--- config.mk ---
export PLATFORM = sky130hd
export DESIGN_NAME = centroid_calc_flat
export DESIGN_NICKNAME = d
export VERILOG_FILES = /design/src/rtl/centroid_calc_if.sv /design/src/rtl/centroid_calc.sv /design/src/flat_wrapper.sv
export SDC_FILE = /design/constraint.sdc
export NUM_CORES = 1
export LEC_CHECK = 0
export ABC_CLOCK_PERIOD_IN_PS = 3400
export BUFFER_PORTS_ARGS = -buffer_cell sky130_fd_sc_hd__buf_2
export CELL_PAD_IN_SITES_DETAIL_PLACEMENT = 1
export CELL_PAD_IN_SITES_GLOBAL_PLACEMENT = 1
export CORE_ASPECT_RATIO = 0.8
export CORE_MARGIN = 2
export CORE_UTILIZATION = 50
export DETAILED_ROUTE_END_ITERATION = 16
export PLACE_DENSITY_LB_ADDON = 0.2
export SLEW_MARGIN = 20
export SYNTH_ARGS = -nofsm -noshare
export SYNTH_HDL_FRONTEND = slang
export SYNTH_SLANG_ARGS = --single-unit
--- constraint.sdc ---
create_clock -name clk -period 3.4 [get_ports clk]
set_input_delay 0.34 -clock clk [delete_from_list [all_inputs] [get_ports clk]]
set_output_delay 0.34 -clock clk [all_outputs]
set_load 0.01 [all_outputs]
--- src/rtl/centroid_calc_if.sv ---
// Purpose: video-in / centroid-out bundle for centroid_calc.
// Ports: de, vsync, mask_in (video side); x_center, y_center, centroid_valid,
//        obj_found, obj_count, busy (result side). slave = block, master = source/sink.
interface centroid_calc_if;
  logic        de;
  logic        vsync;
  logic        mask_in;
  logic [10:0] x_center;
  logic [10:0] y_center;
  logic        centroid_valid;
  logic        obj_found;
  logic [19:0] obj_count;
  logic        busy;

  modport slave (
    input  de, vsync, mask_in,
    output x_center, y_center, centroid_valid, obj_found, obj_count, busy
  );

  modport master (
    output de, vsync, mask_in,
    input  x_center, y_center, centroid_valid, obj_found, obj_count, busy
  );
endinterface

--- src/rtl/centroid_calc.sv ---
// Purpose: per-frame centroid (m10/m00, m01/m00) of a binary mask from a de/vsync stream.
// Latency: result published 62 cycles after the vsync rise edge; held until the next publication.
// Backpressure: none; streaming input, a new vsync rise aborts any division in progress.
// Ports: clk, rst_n (async, active low), bus (centroid_calc_if.slave: de, vsync, mask_in in;
//        x_center, y_center, centroid_valid, obj_found, obj_count, busy out).
// Option: define CENTROID_ROUND_EN for round-half-up quotients (adds m00>>1 to each dividend).
module centroid_calc #(
  parameter int IMG_W      = 1280,
  parameter int IMG_H      = 720,
  parameter int MIN_PIXELS = 1
) (
  input  logic            clk,
  input  logic            rst_n,
  centroid_calc_if.slave  bus
);

  localparam int XW = $clog2(IMG_W);
  localparam int YW = $clog2(IMG_H);
  localparam logic [4:0] LAST_X = 5'd30;  // DIV_X: cnt 0 loads, cnt 1..30 are the 30 steps
  localparam logic [4:0] LAST_Y = 5'd29;  // DIV_Y: cnt 0..29 are the 30 steps

  typedef enum logic [1:0] {IDLE, DIV_X, DIV_Y, DONE} state_t;

  state_t state_q, state_d;

  logic          vsync_d;
  logic          rise;
  logic [XW-1:0] x_pos;
  logic [YW-1:0] y_pos;
  logic [19:0]   m00;
  logic [29:0]   m10, m01;
  logic [19:0]   snap_m00;
  logic [29:0]   snap_m10, snap_m01;
  logic [4:0]    cnt;

  logic          load_x, step, cap_x, cap_y, publish;

  logic [19:0]   divisor;
  logic [29:0]   rnd, dvd_x, dvd_y;
  logic [19:0]   rem, rem_n;
  logic [29:0]   qd, qd_n, q_x;
  logic [20:0]   trial;
  logic          ge;

  logic [10:0]   x_center_q, y_center_q;
  logic          valid_q, found_q;
  logic [19:0]   count_q;

  assign rise = bus.vsync & ~vsync_d;

  // Position counters and moment accumulators.
  always_ff @(posedge clk or negedge rst_n) begin
    if (!rst_n) begin
      vsync_d <= 1'b0;
      x_pos   <= '0;
      y_pos   <= '0;
      m00     <= '0;
      m10     <= '0;
      m01     <= '0;
    end else begin
      vsync_d <= bus.vsync;
      if (bus.vsync) begin
        x_pos <= '0;
        y_pos <= '0;
        m00   <= '0;
        m10   <= '0;
        m01   <= '0;
      end else if (bus.de) begin
        if (bus.mask_in) begin
          m00 <= m00 + 20'd1;
          m10 <= m10 + 30'(x_pos);
          m01 <= m01 + 30'(y_pos);
        end
        if (x_pos == XW'(IMG_W - 1)) begin
          x_pos <= '0;
          y_pos <= (y_pos == YW'(IMG_H - 1)) ? '0 : y_pos + 1'b1;
        end else begin
          x_pos <= x_pos + 1'b1;
        end
      end
    end
  end

  // Snapshot of the finished frame; live accumulators clear on the same edge.
  always_ff @(posedge clk or negedge rst_n) begin
    if (!rst_n) begin
      snap_m00 <= '0;
      snap_m10 <= '0;
      snap_m01 <= '0;
    end else if (rise) begin
      snap_m00 <= m00;
      snap_m10 <= m10;
      snap_m01 <= m01;
    end
  end

  // FSM state register and step counter.
  always_ff @(posedge clk or negedge rst_n) begin
    if (!rst_n) begin
      state_q <= IDLE;
      cnt     <= '0;
    end else begin
      state_q <= state_d;
      if (rise || state_d != state_q) cnt <= '0;
      else if (state_q != IDLE)       cnt <= cnt + 5'd1;
    end
  end

  always_comb begin
    state_d = state_q;
    load_x  = 1'b0;
    step    = 1'b0;
    cap_x   = 1'b0;
    cap_y   = 1'b0;
    publish = 1'b0;
    case (state_q)
      IDLE: ;
      DIV_X: begin
        if (cnt == 5'd0) begin
          load_x = 1'b1;
        end else begin
          step = 1'b1;
          if (cnt == LAST_X) begin
            cap_x   = 1'b1;
            state_d = DIV_Y;
          end
        end
      end
      DIV_Y: begin
        step = 1'b1;
        if (cnt == LAST_Y) begin
          cap_y   = 1'b1;
          state_d = DONE;
        end
      end
      DONE: begin
        publish = 1'b1;
        state_d = IDLE;
      end
      default: state_d = IDLE;
    endcase
    // A new frame end always wins: restart on the fresh snapshot, drop the old result.
    if (rise) begin
      state_d = DIV_X;
      load_x  = 1'b0;
      step    = 1'b0;
      cap_x   = 1'b0;
      cap_y   = 1'b0;
      publish = 1'b0;
    end
  end

`ifdef CENTROID_ROUND_EN
  assign rnd = 30'(snap_m00 >> 1);
`else
  assign rnd = '0;
`endif

  assign divisor = (snap_m00 == 20'd0) ? 20'd1 : snap_m00;
  assign dvd_x   = snap_m10 + rnd;
  assign dvd_y   = snap_m01 + rnd;

  // Restoring divider step: qd shifts the dividend out at the top and quotient bits in at the bottom.
  assign trial = {rem, qd[29]};
  assign ge    = (trial >= {1'b0, divisor});
  assign rem_n = ge ? 20'(trial - {1'b0, divisor}) : trial[19:0];
  assign qd_n  = {qd[28:0], ge};

  always_ff @(posedge clk or negedge rst_n) begin
    if (!rst_n) begin
      rem <= '0;
      qd  <= '0;
      q_x <= '0;
    end else if (load_x) begin
      rem <= '0;
      qd  <= dvd_x;
    end else if (cap_x) begin
      q_x <= qd_n;
      rem <= '0;
      qd  <= dvd_y;
    end else if (step) begin
      rem <= rem_n;
      qd  <= qd_n;  // after cap_y, qd holds the y quotient during DONE
    end
  end

  function automatic logic [10:0] sat11(input logic [29:0] q);
    return (q[29:11] != '0) ? 11'h7FF : q[10:0];
  endfunction

  // Published outputs only change in DONE, so they never move mid-division.
  always_ff @(posedge clk or negedge rst_n) begin
    if (!rst_n) begin
      x_center_q <= '0;
      y_center_q <= '0;
      valid_q    <= 1'b0;
      found_q    <= 1'b0;
      count_q    <= '0;
    end else begin
      valid_q <= publish;
      if (publish) begin
        count_q <= snap_m00;
        if (snap_m00 >= 20'(MIN_PIXELS)) begin
          x_center_q <= sat11(q_x);
          y_center_q <= sat11(qd);
          found_q    <= 1'b1;
        end else begin
          found_q    <= 1'b0;
        end
      end
    end
  end

  assign bus.x_center       = x_center_q;
  assign bus.y_center       = y_center_q;
  assign bus.centroid_valid = valid_q;
  assign bus.obj_found      = found_q;
  assign bus.obj_count      = count_q;
  assign bus.busy           = (state_q != IDLE);

endmodule

--- src/flat_wrapper.sv ---
// flat-port wrapper written by rule: the top's interface ports become plain ports
module centroid_calc_flat 
#(
  parameter int IMG_W      = 1280,
  parameter int IMG_H      = 720,
  parameter int MIN_PIXELS = 1
)
  (clk, rst_n, bus_de, bus_vsync, bus_mask_in, bus_x_center, bus_y_center, bus_centroid_valid, bus_obj_found, bus_obj_count, bus_busy);
  centroid_calc_if bus_i ();
  input  logic clk;
  input  logic rst_n;
  input wire logic [$bits(bus_i.de)-1:0] bus_de;
  input wire logic [$bits(bus_i.vsync)-1:0] bus_vsync;
  input wire logic [$bits(bus_i.mask_in)-1:0] bus_mask_in;
  output wire logic [$bits(bus_i.x_center)-1:0] bus_x_center;
  output wire logic [$bits(bus_i.y_center)-1:0] bus_y_center;
  output wire logic [$bits(bus_i.centroid_valid)-1:0] bus_centroid_valid;
  output wire logic [$bits(bus_i.obj_found)-1:0] bus_obj_found;
  output wire logic [$bits(bus_i.obj_count)-1:0] bus_obj_count;
  output wire logic [$bits(bus_i.busy)-1:0] bus_busy;
  assign bus_i.de = bus_de;
  assign bus_i.vsync = bus_vsync;
  assign bus_i.mask_in = bus_mask_in;
  assign bus_x_center = bus_i.x_center;
  assign bus_y_center = bus_i.y_center;
  assign bus_centroid_valid = bus_i.centroid_valid;
  assign bus_obj_found = bus_i.obj_found;
  assign bus_obj_count = bus_i.obj_count;
  assign bus_busy = bus_i.busy;
  centroid_calc #(.IMG_W(IMG_W), .IMG_H(IMG_H), .MIN_PIXELS(MIN_PIXELS)) u_core (.clk(clk), .rst_n(rst_n), .bus(bus_i));
endmodule
[Yosys cells after proc, flatten, opt, wreduce, memory -nomap -nowiden]
Cells that the tools add are included.
Word-level totals
  register bits after elaboration: 313
  output and inout bits: 45
  logic and storage cells: 100
Cells by class
  $add $sub $neg: 7
  $lt $le $gt $ge: 2
  equal/unequal tests: 8
  mux-type cells: 46
  bitwise logic cells: 3
  reductions and logical operators: 15
Operator list (number)
  $mux W30: 9
  $mux W20: 8
  $mux W11: 5
  $mux W10: 4
  $reduce_bool A19 Y1: 2
  $add A30 B10 Y30: 1
  $add A30 B11 Y30: 1
  $ge A21 B20 Y1: 1
  $add A20 B1 Y20 const B: 1
  $ge A20 B1 Y1 const B: 1
  $logic_not A20 Y1: 1
  $sub A20 B20 Y20: 1
  $mux W1: 12
  $add A11 B1 Y11 const B: 1
  $eq A11 B11 Y1 const B: 1
  $add A10 B1 Y10 const B: 1
  $eq A10 B10 Y1 const B: 1
  $eq A5 B5 Y1 const B: 2
  $mux W5: 2
  $reduce_bool A2 Y1: 5
  $mux W2: 4
  $reduce_and A2 Y1: 4
  $pmux W2 S3: 1
  $add A5 B1 Y5 const B: 1
  9 further kinds: 11

[Depth between registers and ports, before layout]
  depth in word-level cells: 8
  depth in mapped cells: 15
  mapped depth without buffers: 15

[Worst setup path before layout]
Ideal clock, no wire load.
  kind: register to register
  from: register u_core.snap_m00[15]
  to: register u_core.rem[18]
  setup time: 0.131 ns
  arrival: 2.736 ns
  setup slack: 0.533 ns
  stages on the path, launching flop included: 16
  cell sequence: dfrtp_1 > nor4_1 > nand3_1 > nor2_1 > or2_2 > ha_1 > inv_1 > fa_1 > a21o_1 > a22oi_1 > a31oi_1 > a211oi_1 > o31ai_1 > xor2_1 > mux2i_1 > o21ai_1
On the way
  cells in the longest elaborated chain, start to end: 7
  elaborated cells between the ends (all ways): 8
  those cells by class: add/sub: 1; order compare: 1; mux: 5; reduce/logical: 1
RTL lines
  from (decl): RTL line centroid_calc.sv:32  | logic [19:0] snap_m00;
  from (signal assigned): RTL line centroid_calc.sv:91  | snap_m00 <= m00;
  $logic_not A20 Y1: RTL line centroid_calc.sv:159  | assign divisor = (snap_m00 == 20'd0) ? 20'd1 : snap_m00;
  $mux W20 (*): RTL line centroid_calc.sv:159
  $sub A20 B20 Y20 / $ge A21 B20 Y1 (equally long branches): RTL line centroid_calc.sv:166, centroid_calc.sv:165
  $mux W20 (*): RTL line centroid_calc.sv:166  | assign rem_n = ge ? 20'(trial - {1'b0, divisor}) : trial[19:0];
  $mux W20 (*): RTL line centroid_calc.sv:181  | end else if (step) begin
  $mux W20 (*): RTL line centroid_calc.sv:177  | end else if (cap_x) begin
  $mux W20 (*): RTL line centroid_calc.sv:174  | end else if (load_x) begin
  to (signal assigned): RTL line centroid_calc.sv:182  | rem <= rem_n;
  to (decl): RTL line centroid_calc.sv:40  | logic [19:0] rem, rem_n;
Every way passes the cells marked *; elsewhere a longest branch is shown, timed or not. The select of a mux whose other input is x is not followed.
A chain may end at the register's enable or synchronous reset.

[Final worst setup path]
  from: register u_core.snap_m00[12]
  to: register u_core.rem[18]
The elaborated chain is that of the path after synthesis.

==> reports/qor.txt <==
full die area -> 32500 sq um
run status -> finished clean
largest net degree at the start of global routing -> 87
Tmin final -> 3220 ps
Worst Hold Launch -> bus_vsync
most instantiated flip-flop cell in the synthesis netlist -> sky130_fd_sc_hd__dfrtp_1
number of cells produced by synthesis -> 1518
Detail Placement HPWL -> 28600 um
post-route clock period utilization -> 0.946
fraction of final layout cells with drive strength greater than 1 -> 0.157
post-detailed-route wirelength per cell -> 21.0 um
number of placement rows -> 57
remaining global-route overflow -> 0
measured slew at the worst slew-check pin -> 974 ps
maxcap violations -> 0
final hold viol count -> 0
DRC violations left -> 0
count of flip-flops with a built-in enable after synthesis -> 0
Async S/R FF share, synth -> 1.00
pins over their slew limit -> 0
post-CTS clock slew at the launch and capture registers of the worst setup and hold paths -> 60 ps
weighted congestion reported at the end of routability-driven placement -> 0.851
dpl cell area -> 16200 sq um
Setup Skew -> 18.0 ps
worst rel slew slack -> 0.349
initial drt markers -> 778
upper clock frequency limit -> 311 MHz
Leak -> 0.00829 uW
Setup violations, final -> 0
initial cell density of the core -> 0.509
flip-flop and latch area -> 7830 sq um
synthesized netlist net count -> 1580
cell area after synthesis -> 15500 sq um
number of vias per cell after detailed routing -> 5.91
crit path launch type -> flop
layout net count -> 1624
level count of the clock H-tree -> 2
most frequent cells in the layout -> sky130_fd_sc_hd__dfrtp_1 (313), sky130_fd_sc_hd__nand2_1 (176), sky130_fd_sc_hd__nor2_1 (136), sky130_fd_sc_hd__o21ai_0 (99), sky130_fd_sc_hd__mux2_2 (78)
number of fill cells -> 3338
number of ports placed on the die boundary -> 50
wire length reported by the detailed router -> 41900 um
standard cell core area -> 30500 sq um
Critical Path Start -> u_core.snap_m00[12]
Port-buffer cells -> 49
Worst VDD drop -> 1.12 mV
endpoint class of the critical path -> flop
source-to-sink clock delay at the later pin of the worst-skew pair -> 530 ps
Inserted Clock Buffers -> 34
via count of the first global-routing pass -> 12100
pre-CTS setup slack -> -10.2 ps
total inserted antenna cells -> 0
Post-CTS Setup Inserts -> 0
Die Ht -> 162 um
Total Routing Usage GR -> 0.264
mean post-synth cell area -> 10.2 sq um
met2 track demand over resource -> 0.405
count of antenna-violating nets left after detailed routing -> 0
Die X -> 201 um
Critical Path AT -> 3620 ps
commonest non-fill, non-tap cell in the layout -> sky130_fd_sc_hd__dfrtp_1
Max FO, Critical Path -> 3
footprint of the multi-input gates -> 7200 sq um
global-route met1 utilization -> 0.396
post-layout worst setup margin -> 185 ps
start-to-end type of the worst setup path -> flop to flop
register bit total from synthesis -> 313
Seq/Total Area, Yosys -> 0.505
GR Layer Usage met3 -> 0.0373
Hold/Removal Path Class -> primary input to flop
launch instance of the worst register-to-register path -> u_core.snap_m00[12]
power density cells -> 716 nW/um^2
busiest layer in global routing -> met2
initial antenna violation count -> 0
synth unique cells -> 77
wire length of the first global-routing pass -> 68500 um
Clock Sink Count -> 313
required time worst endpoint -> 3810 ps
area grow syn2layout -> 12.1%
clk root buf -> sky130_fd_sc_hd__clkbuf_16
total number of vias -> 11800
final design instance area without fill -> 17400 sq um
Ys Warns -> 0
smallest hold slack -> 190 ps
CTS tree -> built
first-pass iteration count of the detailed router -> 4
maximum count of clock buffers along a single path -> 3
==> metrics by stage <==
stage	total power, uW	std cells	utilization	TNS, ps
2_1_floorplan	7750	1518	-	0
3_3_place_gp	8480	1938	0.533	0
3_5_place_dp	8600	1938	0.533	-10.2
4_1_cts	12400	1996	0.570	0
5_1_grt	13100	1996	0.571	-54.8
6_report	12400	1996	0.571	0
==> path summary, 6_finish.rpt <==
kind / to / slack, ps / cells past startpoint
hold reg to reg: u_core.q_x[13] / 480 / 2
setup / recovery: u_core.rem[18] / 180 / 15
setup reg to reg: u_core.rem[18] / 180 / 15
hold / removal: u_core.vsync_d / 190 / 1
min in group asynchronous: u_core.bus.obj_count[8] / 400 / 2
max in group asynchronous: u_core.snap_m01[16] / 2030 / 3
==> cells by family (layout without fill, tap and decap cells) <==
kind of cell	count (synthesis)	in the layout	share of synthesized area
AND/OR/NAND/NOR	483	483	0.148
AO/OA/AOI/OAI	348	348	0.147
flip-flops	313	313	0.505
buffers and inverters	134	199	0.0347
multiplexers	96	96	0.0682
XOR/XNOR	87	87	0.0491
adder cells (fa/ha/maj)	57	57	0.0474
==> report_power, final <==
part	internal (uW)	total, uW	switching (uW)
Sequential	4020	4340	326
Clock	2140	3660	1520
Combinational	1830	4430	2600
==> critical path, cell delays in order, from the launching register on <==
cell and delay [ps]:
sky130_fd_sc_hd__dfrtp_1 400, sky130_fd_sc_hd__nor4_1 280, sky130_fd_sc_hd__nand3_1 170, sky130_fd_sc_hd__nor2_2 150
sky130_fd_sc_hd__or2_2 130, sky130_fd_sc_hd__ha_1 160, sky130_fd_sc_hd__inv_1 60, sky130_fd_sc_hd__fa_1 410
sky130_fd_sc_hd__a21o_1 220, sky130_fd_sc_hd__a22oi_2 150, sky130_fd_sc_hd__a31oi_2 160, sky130_fd_sc_hd__a211oi_2 300
sky130_fd_sc_hd__o31ai_1 130, sky130_fd_sc_hd__xor2_1 160, sky130_fd_sc_hd__mux2i_1 140, sky130_fd_sc_hd__o21ai_1 70
==> cells in the mapped netlist (all sizes together), types with 37 or more instances <==
cell type	n	area [sq um]
a21oi	56	295
clkbuf	46	174
nor2	140	536
xnor2	53	464
nand3	40	220
dfrtp	313	7830
o21ai	114	578
ha	54	676
a31oi	37	231
mux2	78	878
nand2	177	672
inv	66	248
==> state kept, by name (all words and copies together), names as in the netlist, 5 cells and up <==
| name | flops |
|---|---|
| u_core.q_x | 30 |
| u_core.m10 | 30 |
| u_core.snap_m01 | 30 |
| u_core.m01 | 30 |
| u_core.bus.y_center | 11 |
| u_core.m00 | 20 |
| u_core.y_pos | 10 |
| u_core.qd | 30 |
| u_core.bus.x_center | 11 |
| u_core.bus.obj_count | 20 |
| u_core.rem | 20 |
| u_core.snap_m10 | 30 |
| u_core.cnt | 5 |
| u_core.x_pos | 11 |
| u_core.snap_m00 | 20 |
==> timing repair <==
action / CTS / global route
hold buffers: 1 / 0
gates resized for setup: 1 / 6
endpoints found under the hold margin: 81 / 0
pin swaps: 0 / 5
setup endpoints to repair: 1 / 13
==> area by class of cell <==
| cell class | instances | area share |
|---|---|---|
| Tap cell | 413 | 0.0297 |
| Clock inverter | 8 | 0.00281 |
| Clock buffer | 49 | 0.0605 |
| Multi-Input combinational cell | 1071 | 0.414 |
| Timing Repair Buffer | 76 | 0.0279 |
| Inverter | 66 | 0.0143 |
| Sequential cell | 313 | 0.451 |
==> per-layer routing <==
metal	vias up	wire length [um]
met5	-	0
met4	0	631
met3	44	1910
met2	213	18700
met1	6092	20600
li1	5455	-
(Power assumes the default switching activity.)
